**src/rtl/bus_arbiter_if.sv**
```systemverilog
// Shared-bus bundle between producers and the arbiter: requests, locks, flattened source data and the registered bus.
// The contention flag exists only when BUS_CONTENTION_EN is defined.
interface bus_arbiter_if #(
  parameter int WIDTH   = 16,
  parameter int NUM_SRC = 4
);
  logic [NUM_SRC-1:0]       req;
  logic [NUM_SRC-1:0]       lock;
  logic [NUM_SRC*WIDTH-1:0] src_data;
  logic [WIDTH-1:0]         out;
  logic                     out_valid;
  logic [NUM_SRC-1:0]       grant;
  logic                     busy;
`ifdef BUS_CONTENTION_EN
  logic                     contention;

  modport master (output req, lock, src_data, input out, out_valid, grant, busy, contention);
  modport slave  (input req, lock, src_data, output out, out_valid, grant, busy, contention);
`else
  modport master (output req, lock, src_data, input out, out_valid, grant, busy);
  modport slave  (input req, lock, src_data, output out, out_valid, grant, busy);
`endif
endinterface

```
**src/rtl/bus_arbiter.sv**
```systemverilog
// Registered N-source bus arbiter (fixed-priority or round-robin) with bus locking and lock time-out; grant/out
// appear one edge after req is sampled. BUS_CONTENTION_EN adds a sticky contention flag and counter.
module bus_arbiter #(
  parameter int WIDTH    = 16,
  parameter int NUM_SRC  = 4,
  parameter int RR_MODE  = 0,
  parameter int MAX_LOCK = 0
) (
  input logic          clk,
  input logic          rst,
  bus_arbiter_if.slave bus
);
  localparam int IW = (NUM_SRC > 1) ? $clog2(NUM_SRC) : 1;
  localparam int CW = (MAX_LOCK > 0) ? $clog2(MAX_LOCK + 1) : 1;
  localparam logic [IW:0] NS = (IW+1)'(NUM_SRC);

  typedef enum logic {ARB = 1'b0, LOCKED = 1'b1} state_t;

  state_t             r_state, w_state_nxt;
  logic [IW-1:0]      r_ptr, w_ptr_nxt;
  logic [CW-1:0]      r_lock_cnt, w_lock_cnt_nxt;
  logic [NUM_SRC-1:0] r_grant, w_grant_nxt;
  logic [WIDTH-1:0]   r_out, w_out_nxt;
  logic               r_out_valid;
  logic               r_busy;

  logic                 w_hold_req, w_timeout, w_hold;
  logic [NUM_SRC-1:0]   w_excl, w_avail, w_cand, w_rot, w_win_oh;
  logic [2*NUM_SRC-1:0] w_dbl;
  logic [IW-1:0]        w_base, w_off, w_win_idx;
  logic [IW:0]          w_sum, w_inc;
  logic                 w_win_found;

  // The grantee keeps the bus while it holds req+lock, unless it has used up its lock budget.
  assign w_hold_req = (r_state == LOCKED) && (|(bus.req & bus.lock & r_grant));
  assign w_timeout  = (MAX_LOCK > 0) && w_hold_req && (r_lock_cnt >= CW'(MAX_LOCK));
  assign w_hold     = w_hold_req && !w_timeout;

  assign w_excl  = w_timeout ? r_grant : '0;
  assign w_avail = bus.req & ~w_excl;
  assign w_cand  = (|w_avail) ? w_avail : bus.req;
  assign w_base  = (RR_MODE != 0) ? r_ptr : '0;
  assign w_dbl   = {w_cand, w_cand} >> w_base;
  assign w_rot   = w_dbl[NUM_SRC-1:0];

  always_comb begin
    w_win_found = 1'b0;
    w_off       = '0;
    for (int k = NUM_SRC - 1; k >= 0; k--) begin
      if (w_rot[k]) begin
        w_win_found = 1'b1;
        w_off       = IW'(k);
      end
    end
  end

  always_comb begin
    w_sum = {1'b0, w_base} + {1'b0, w_off};
    if (w_sum >= NS) begin
      w_sum = w_sum - NS;
    end
    w_win_idx = w_sum[IW-1:0];
  end

  assign w_win_oh = w_win_found ? (NUM_SRC'(1) << w_win_idx) : '0;
  assign w_inc    = {1'b0, w_win_idx} + (IW+1)'(1);

  always_comb begin
    w_state_nxt    = ARB;
    w_lock_cnt_nxt = '0;
    if (w_hold) begin
      w_state_nxt    = LOCKED;
      w_lock_cnt_nxt = (r_lock_cnt == '1) ? r_lock_cnt : r_lock_cnt + CW'(1);
    end else if (|(w_win_oh & bus.lock)) begin
      w_state_nxt    = LOCKED;
      w_lock_cnt_nxt = CW'(1);
    end
  end

  always_comb begin
    w_grant_nxt = w_hold ? r_grant : w_win_oh;
    w_ptr_nxt   = r_ptr;
    if (!w_hold && w_win_found) begin
      w_ptr_nxt = (w_inc == NS) ? '0 : w_inc[IW-1:0];
    end
    // Data follows the grantee every cycle, including while locked.
    w_out_nxt = '0;
    for (int k = 0; k < NUM_SRC; k++) begin
      if (w_grant_nxt[k]) begin
        w_out_nxt = bus.src_data[k*WIDTH +: WIDTH];
      end
    end
  end

  always_ff @(posedge clk) begin
    if (rst) begin
      r_state     <= ARB;
      r_ptr       <= '0;
      r_lock_cnt  <= '0;
      r_grant     <= '0;
      r_out       <= '0;
      r_out_valid <= 1'b0;
      r_busy      <= 1'b0;
    end else begin
      r_state     <= w_state_nxt;
      r_ptr       <= w_ptr_nxt;
      r_lock_cnt  <= w_lock_cnt_nxt;
      r_grant     <= w_grant_nxt;
      r_out       <= w_out_nxt;
      r_out_valid <= |w_grant_nxt;
      r_busy      <= (w_state_nxt == LOCKED);
    end
  end

  assign bus.out       = r_out;
  assign bus.out_valid = r_out_valid;
  assign bus.grant     = r_grant;
  assign bus.busy      = r_busy;

`ifdef BUS_CONTENTION_EN
  logic       r_contention;
  logic [7:0] contention_cnt;
  logic       w_cont_evt;

  // x & (x-1) is non-zero exactly when two or more request bits are set.
  assign w_cont_evt = (r_state == LOCKED) ? (|(bus.req & ~r_grant))
                                          : (|(bus.req & (bus.req - NUM_SRC'(1))));

  always_ff @(posedge clk) begin
    if (rst) begin
      r_contention   <= 1'b0;
      contention_cnt <= '0;
    end else if (w_cont_evt) begin
      r_contention <= 1'b1;
      if (contention_cnt != 8'hFF) begin
        contention_cnt <= contention_cnt + 8'd1;
      end
    end
  end

  assign bus.contention = r_contention;
`endif
endmodule

```
**src/flat_wrapper.sv**
```systemverilog
// flat-port wrapper written by rule: the top's interface ports become plain ports
module bus_arbiter_flat 
#(
  parameter int WIDTH    = 16,
  parameter int NUM_SRC  = 4,
  parameter int RR_MODE  = 0,
  parameter int MAX_LOCK = 0
)
  (clk, rst, bus_req, bus_lock, bus_src_data, bus_out, bus_out_valid, bus_grant, bus_busy);
  bus_arbiter_if #(.WIDTH(WIDTH), .NUM_SRC(NUM_SRC)) bus_i ();
  input logic clk;
  input logic rst;
  input wire logic [$bits(bus_i.req)-1:0] bus_req;
  input wire logic [$bits(bus_i.lock)-1:0] bus_lock;
  input wire logic [$bits(bus_i.src_data)-1:0] bus_src_data;
  output wire logic [$bits(bus_i.out)-1:0] bus_out;
  output wire logic [$bits(bus_i.out_valid)-1:0] bus_out_valid;
  output wire logic [$bits(bus_i.grant)-1:0] bus_grant;
  output wire logic [$bits(bus_i.busy)-1:0] bus_busy;
  assign bus_i.req = bus_req;
  assign bus_i.lock = bus_lock;
  assign bus_i.src_data = bus_src_data;
  assign bus_out = bus_i.out;
  assign bus_out_valid = bus_i.out_valid;
  assign bus_grant = bus_i.grant;
  assign bus_busy = bus_i.busy;
  bus_arbiter #(.WIDTH(WIDTH), .NUM_SRC(NUM_SRC), .RR_MODE(RR_MODE), .MAX_LOCK(MAX_LOCK)) u_core (.clk(clk), .rst(rst), .bus(bus_i));
endmodule
```
**config.mk**
```make
export PLATFORM = sky130hd
export DESIGN_NAME = bus_arbiter_flat
export DESIGN_NICKNAME = d
export VERILOG_FILES = /design/src/rtl/bus_arbiter_if.sv /design/src/rtl/bus_arbiter.sv /design/src/flat_wrapper.sv
export SDC_FILE = /design/constraint.sdc
export NUM_CORES = 1
export LEC_CHECK = 0
export BUFFER_PORTS_ARGS = -buffer_cell sky130_fd_sc_hd__buf_2
export CAP_MARGIN = 25
export CORE_MARGIN = 2
export CORE_UTILIZATION = 38
export CTS_CLUSTER_SIZE = 12
export DETAILED_ROUTE_END_ITERATION = 7
export PLACE_DENSITY = 0.88
export SYNTH_ARGS = -nofsm -noshare
export SYNTH_HDL_FRONTEND = slang
export SYNTH_SLANG_ARGS = --single-unit
export TNS_END_PERCENT = 50
```
**constraint.sdc**
```tcl
create_clock -name clk -period 2.6 [get_ports clk]
set_clock_uncertainty 0.05 [all_clocks]
set_input_delay 0.26 -clock clk [delete_from_list [all_inputs] [get_ports clk]]
set_output_delay 0.26 -clock clk [all_outputs]
set_load 0.02 [all_outputs]
```
==> results of run 1 <==
## state kept, by name, summed over array words and instances, names as in the netlist
name / cells
u_core.bus.out: 16
u_core.bus.grant: 4
u_core.r_state: 1
u_core.bus.out_valid: 1
## per-layer routing
layer / wire [um] / GRT usage / up-vias
li1: - / - / 657
met1: 1450 / 0.218 / 578
met2: 1600 / 0.331 / 78
met3: 302 / 0.0240 / 4
met4: 31 / 0.0584 / 0
met5: 0 / 0 / -
## area by class of cell
type                       instances  area, um2  area share
sequential                        22        440       0.264
tap                               33       41.3      0.0247
multi-input combinational         96        672       0.403
timing repair buffer              95        475       0.285
inverter                           1       3.75     0.00225
clock buffer                       4       36.3      0.0217
## power breakdown
part	switching (mW)	internal (mW)
Combinational	0.111	0.0960
Clock	0.0965	0.0852
Sequential	0.00752	0.362
## kinds of logic after synthesis
group	Yosys count	synth area share
AO/OA/AOI/OAI	40	0.323
buffers and inverters	8	0.0471
AND/OR/NAND/NOR	50	0.180
flip-flops	22	0.377
multiplexers	6	0.0729
## layout by cell type, fill, tap and decap left out
cell type   n
a221oi_1    6
clkbuf_4    3
o21a_1      1
nor3b_1     1
and2_4      1
nand3_1     2
clkbuf_8    1
buf_2      95
a21oi_1     4
inv_1       1
nor2b_1     4
a32o_1      1
nor2_1     22
dfxtp_1    22
o21bai_1    1
o31ai_1    16
mux2_2      2
mux2i_4     1
mux2_4      2
mux2i_1     1
nor3_1      1
a211o_1     1
nand2_1    19
a221oi_2   10
## worst max path at each step
| stage | startpoint | to | slack (ns) | cells after the start |
|---|---|---|---|---|
| finish | u_core.bus.grant[2]$_SDFF_PP0_ | u_core.bus.out[4]$_SDFF_PP0_ | 0.48 | 6 |
| global route | u_core.bus.grant[2]$_SDFF_PP0_ | u_core.bus.out[4]$_SDFF_PP0_ | 0.31 | 6 |
| CTS | u_core.bus.grant[2]$_SDFF_PP0_ | u_core.bus.out[4]$_SDFF_PP0_ | 0.47 | 6 |
| detailed placement | bus_req[1] | u_core.bus.out[4]$_SDFF_PP0_ | 0.41 | 7 |
| global placement | bus_req[1] | u_core.bus.out[13]$_SDFF_PP0_ | 0.48 | 7 |
| floorplan | u_core.bus.grant[0]$_SDFF_PP0_ | u_core.bus.out[10]$_SDFF_PP0_ | 0.66 | 7 |
## per-stage QoR
stage | area, um2 | utilization | power [mW] | hold WS, ns
after floorplan | 1170 | - | 0.489 | 0.279
after global placement | 1630 | 0.548 | 0.581 | 0.409
after detailed placement | 1630 | 0.548 | 0.584 | 0.410
after CTS | 1670 | 0.561 | 0.766 | 0.0892
after global routing | 1670 | 0.561 | 0.800 | 0.0891
final | 1670 | 0.561 | 0.758 | 0.105
## worst max-delay path, cell delays in order (launching register included)
cell,delay (ns)
dfxtp_1,0.44
nand3_1,0.10
nand2_1,0.08
o21a_1,0.39
mux2i_4,0.63
nor2_1,0.09
o31ai_1,0.26
==> results.sh, run 1 <==
export IMPL_diodes=0
export IMPL_synth_area_mm2=0.00117
export IMPL_synth_ff_type="dfxtp_1"
export IMPL_fin_crit_sh=0.817
export IMPL_syn_to_final_growth_pct=43.0
export IMPL_grt_pass1_wl_um=4950
export IMPL_dp_cells=247
export IMPL_htree_levels=1
export IMPL_grt_max_degree=18
export IMPL_arrival_ns=2.28
export IMPL_grt_pass1_vias=1157
export IMPL_dr_pass1_iters=4
export IMPL_cts_resized_gates=0
export IMPL_place_congestion=0.814
export IMPL_outcome="finished clean"
export IMPL_hold_viol=0
export IMPL_period_needed_ns=2.12
export IMPL_crit_fanout=17
export IMPL_rrSetupSlack_ns=0.48
export IMPL_crit_required_ns=2.76
export IMPL_cts_tree="built"
export IMPL_fp_dieW_um=59.4
export IMPL_rows=20
export IMPL_cp_end_kind="flip-flop"
export IMPL_pre_cts_ws_ns=0.412
export IMPL_crit_path_start_kind="flip-flop"
export IMPL_hold_path_class="in2reg"
export IMPL_initial_core_util=0.392
export IMPL_yosys_warnings=0
export IMPL_clkTransAtPathRegs_ns=0.11
export IMPL_r2r_start="u_core.bus.grant[2]$_SDFF_PP0_"
export IMPL_wirelength_um=3390
export IMPL_tns_ns=0
export IMPL_synthTopCellsByCount="dfxtp_1, nor2_1, nand2_1, o31ai_1, a221oi_2"
export IMPL_design_portCount=96
export IMPL_ys_ff_latch=22
export IMPL_holdBufCountCts=0
export IMPL_r2r_end="u_core.bus.out[4]$_SDFF_PP0_"
export IMPL_clk_latency_ns=0.29
export IMPL_synth_edf_count=0
export IMPL_drive_gt1_frac=0.528
export IMPL_clock_fmax_mhz=471
export IMPL_peakVddDrop_v=0.000144
export IMPL_nFillCells=290
export IMPL_yosysSeqAreaShare=0.377
export IMPL_antenna_left=0
export IMPL_coreArea_mm2=0.00298
export IMPL_syn_num_nets=200
export IMPL_cts_made_buffers=3
export IMPL_crit_type="reg2reg"
export IMPL_holdPathEnd="u_core.bus.out[11]$_SDFF_PP0_"
export IMPL_drv_slew=0
export IMPL_synth_avg_cell_area_um2=9.26
export IMPL_post_drt_via_cell_ratio=5.25
export IMPL_slew_headroom=0.595
export IMPL_synth_top_area_cell="dfxtp_1"
export IMPL_rsz0062_at_grt="no"
export IMPL_cts_root_buffer="clkbuf_4"
export IMPL_reg2reg_depth=6
export IMPL_synth_top_area_frac=0.377
export IMPL_drt_initial_drc_count=55
export IMPL_leakage_nw=0.812
export IMPL_hold_path_cell_count=3
export IMPL_overflow=0
export IMPL_final_nets=293
export IMPL_tightest_slew_ns=0.595
export IMPL_place_hpwl_um=2600
export IMPL_dieArea_mm2=0.00353
export IMPL_power_density_mw_per_mm2=454
export IMPL_async_flop_share=0
export IMPL_layout_cells_non_filler=251
export IMPL_ys_types=25
export IMPL_postCtsSetupRepairBufs=0
export IMPL_num_vias=1317
export IMPL_cts_buffer_depth=2
export IMPL_synth_area_leaders="dfxtp_1, a221oi_2, o31ai_1"
export IMPL_numPortBuffers=95
export IMPL_grt_antenna_before_repair=0
export IMPL_drc=0
export IMPL_min_from="bus_src_data[59]"
export IMPL_cts_sink_count=22
export IMPL_finalSetupViolCount=0
export IMPL_fp_dieH_um=59.4
export IMPL_setup_ws_ns=0.475
export IMPL_wl_per_cell_um=13.5
export IMPL_cap_viol_max_count=0
export IMPL_grt_total_usage=0.182
export IMPL_postSynthCellCount=126
Note: power is estimated with default switching activity, not from simulation.
==> inputs of run 2 (changes only) <==
==> constraint.sdc (replaced) <==
create_clock -name clk -period 2.19 [get_ports clk]
set_clock_uncertainty 0.05 [all_clocks]
set_input_delay 0.219 -clock clk [delete_from_list [all_inputs] [get_ports clk]]
set_output_delay 0.219 -clock clk [all_outputs]
set_load 0.02 [all_outputs]
==> results.sh, run 2 (synthesis results as in run 1) <==
export IMPL_outcome="finished clean"
export IMPL_clk_latency_ns=0.29
export IMPL_design_portCount=96
export IMPL_grt_pass1_vias=1293
export IMPL_crit_required_ns=2.32
export IMPL_crit_type="reg2reg"
export IMPL_overflow=0
export IMPL_drt_initial_drc_count=72
export IMPL_cts_sink_count=22
export IMPL_grt_total_usage=0.194
export IMPL_cap_viol_max_count=0
export IMPL_fp_dieH_um=59.4
export IMPL_grt_antenna_before_repair=0
export IMPL_dieArea_mm2=0.00353
export IMPL_fin_crit_sh=0.906
export IMPL_num_vias=1337
export IMPL_regArea_um2=440
export IMPL_layout_common_cells="buf_2, nor2_1, dfxtp_1, nand2_1, o31ai_1"
export IMPL_drc=0
export IMPL_dp_cells=252
export IMPL_cts_resized_gates=0
export IMPL_finalSetupViolCount=0
export IMPL_fp_dieW_um=59.4
export IMPL_slew_headroom=0.638
export IMPL_critPathSlowestCell="mux2_2"
export IMPL_htree_levels=1
export IMPL_peakVddDrop_v=0.000204
export IMPL_multiInputGateArea_um2=672
export IMPL_dr_pass1_iters=4
export IMPL_syn_to_final_growth_pct=46.2
export IMPL_place_area_mm2=0.00167
export IMPL_tns_ns=0
export IMPL_numPortBuffers=95
export IMPL_hold_viol=0
export IMPL_holdBufCountCts=0
export IMPL_cts_buffer_depth=2
export IMPL_cts_made_buffers=3
export IMPL_grt_max_degree=18
export IMPL_hold_path_class="in2reg"
export IMPL_cts_root_buffer="clkbuf_4"
export IMPL_clkTransAtPathRegs_ns=0.12
export IMPL_crit_fanout=16
export IMPL_grt_pass1_wl_um=5320
export IMPL_tightest_slew_ns=0.544
export IMPL_p_total_mw=0.904
export IMPL_postCtsSetupRepairBufs=0
export IMPL_post_drt_via_cell_ratio=5.22
export IMPL_initial_core_util=0.392
export IMPL_wl_per_cell_um=13.4
export IMPL_antenna_left=0
export IMPL_drv_slew=0
export IMPL_drive_gt1_frac=0.538
export IMPL_crit_chain="a32o_1, o21a_1, mux2_2, a221oi_1, o31ai_1"
export IMPL_final_common_cell="buf_2"
export IMPL_cp_end_kind="flip-flop"
export IMPL_rows=20
export IMPL_wirelength_um=3430
export IMPL_largest_register_ffs=16
export IMPL_clock_fmax_mhz=504
export IMPL_slowest_delay_ns=0.56
export IMPL_period_needed_ns=1.98
export IMPL_nFillCells=293
export IMPL_place_hpwl_um=2680
export IMPL_power_density_mw_per_mm2=530
export IMPL_final_nets=298
export IMPL_arrival_ns=2.12
export IMPL_rsz0062_at_grt="no"
export IMPL_leakage_nw=0.837
export IMPL_cts_tree="built"
export IMPL_layout_cells_non_filler=256
export IMPL_diodes=0
export IMPL_place_congestion=0.818
export IMPL_crit_path_start_kind="flip-flop"
export IMPL_stdcell_area_mm2=0.00171
export IMPL_coreArea_mm2=0.00298
run 2: worst paths after layout:
kind | from | end | slack (ns) | depth (start not counted)
worst max-delay path | u_core.bus.grant[0]$_SDFF_PP0_ | u_core.bus.out[2]$_SDFF_PP0_ | 0.21 | 5
worst min-delay path | bus_src_data[62] | u_core.bus.out[14]$_SDFF_PP0_ | 0.05 | 3
worst max register to register | u_core.bus.grant[0]$_SDFF_PP0_ | u_core.bus.out[2]$_SDFF_PP0_ | 0.21 | 5
worst min register to register | u_core.bus.grant[0]$_SDFF_PP0_ | u_core.bus.grant[0]$_SDFF_PP0_ | 0.52 | 2
run 2: through the flow:
step / utilization / worst slack (ns) / hold WS (ns)
floorplan: - / 0.254 / 0.238
global placement: 0.561 / 0.177 / 0.366
detailed placement: 0.561 / 0.123 / 0.366
CTS: 0.573 / 0.214 / 0.0468
global route: 0.573 / 0.0459 / 0.0448
finish: 0.573 / 0.206 / 0.0512
run 2: worst max-delay path, delay by kind of cell, from the launching register on:
kind            cells  cell delay, ns
compound gates      4            0.87
flops               1            0.39
mux                 1            0.56
run 2: layout make-up:
class                           count  area share
Multi-Input combinational cell     96       0.394
Timing Repair Buffer              100       0.301
Sequential cell                    22       0.258
Tap cell                           33      0.0242
Clock buffer                        4      0.0213
Inverter                            1     0.00220
run 2: layer usage:
layer	up-vias	part of all wire	track usage
met5	-	0	0
met3	5	0.093	0.0349
met1	594	0.41	0.222
li1	667	-	-
met4	0	0.013	0.0617
met2	71	0.49	0.358
run 2: where the power goes:
group          leakage (nW)  internal (mW)  switching, mW  total (mW)
sequential            0.182          0.429        0.00896       0.438
clock                0.0210          0.101          0.114       0.215
combinational         0.634          0.118          0.133       0.251
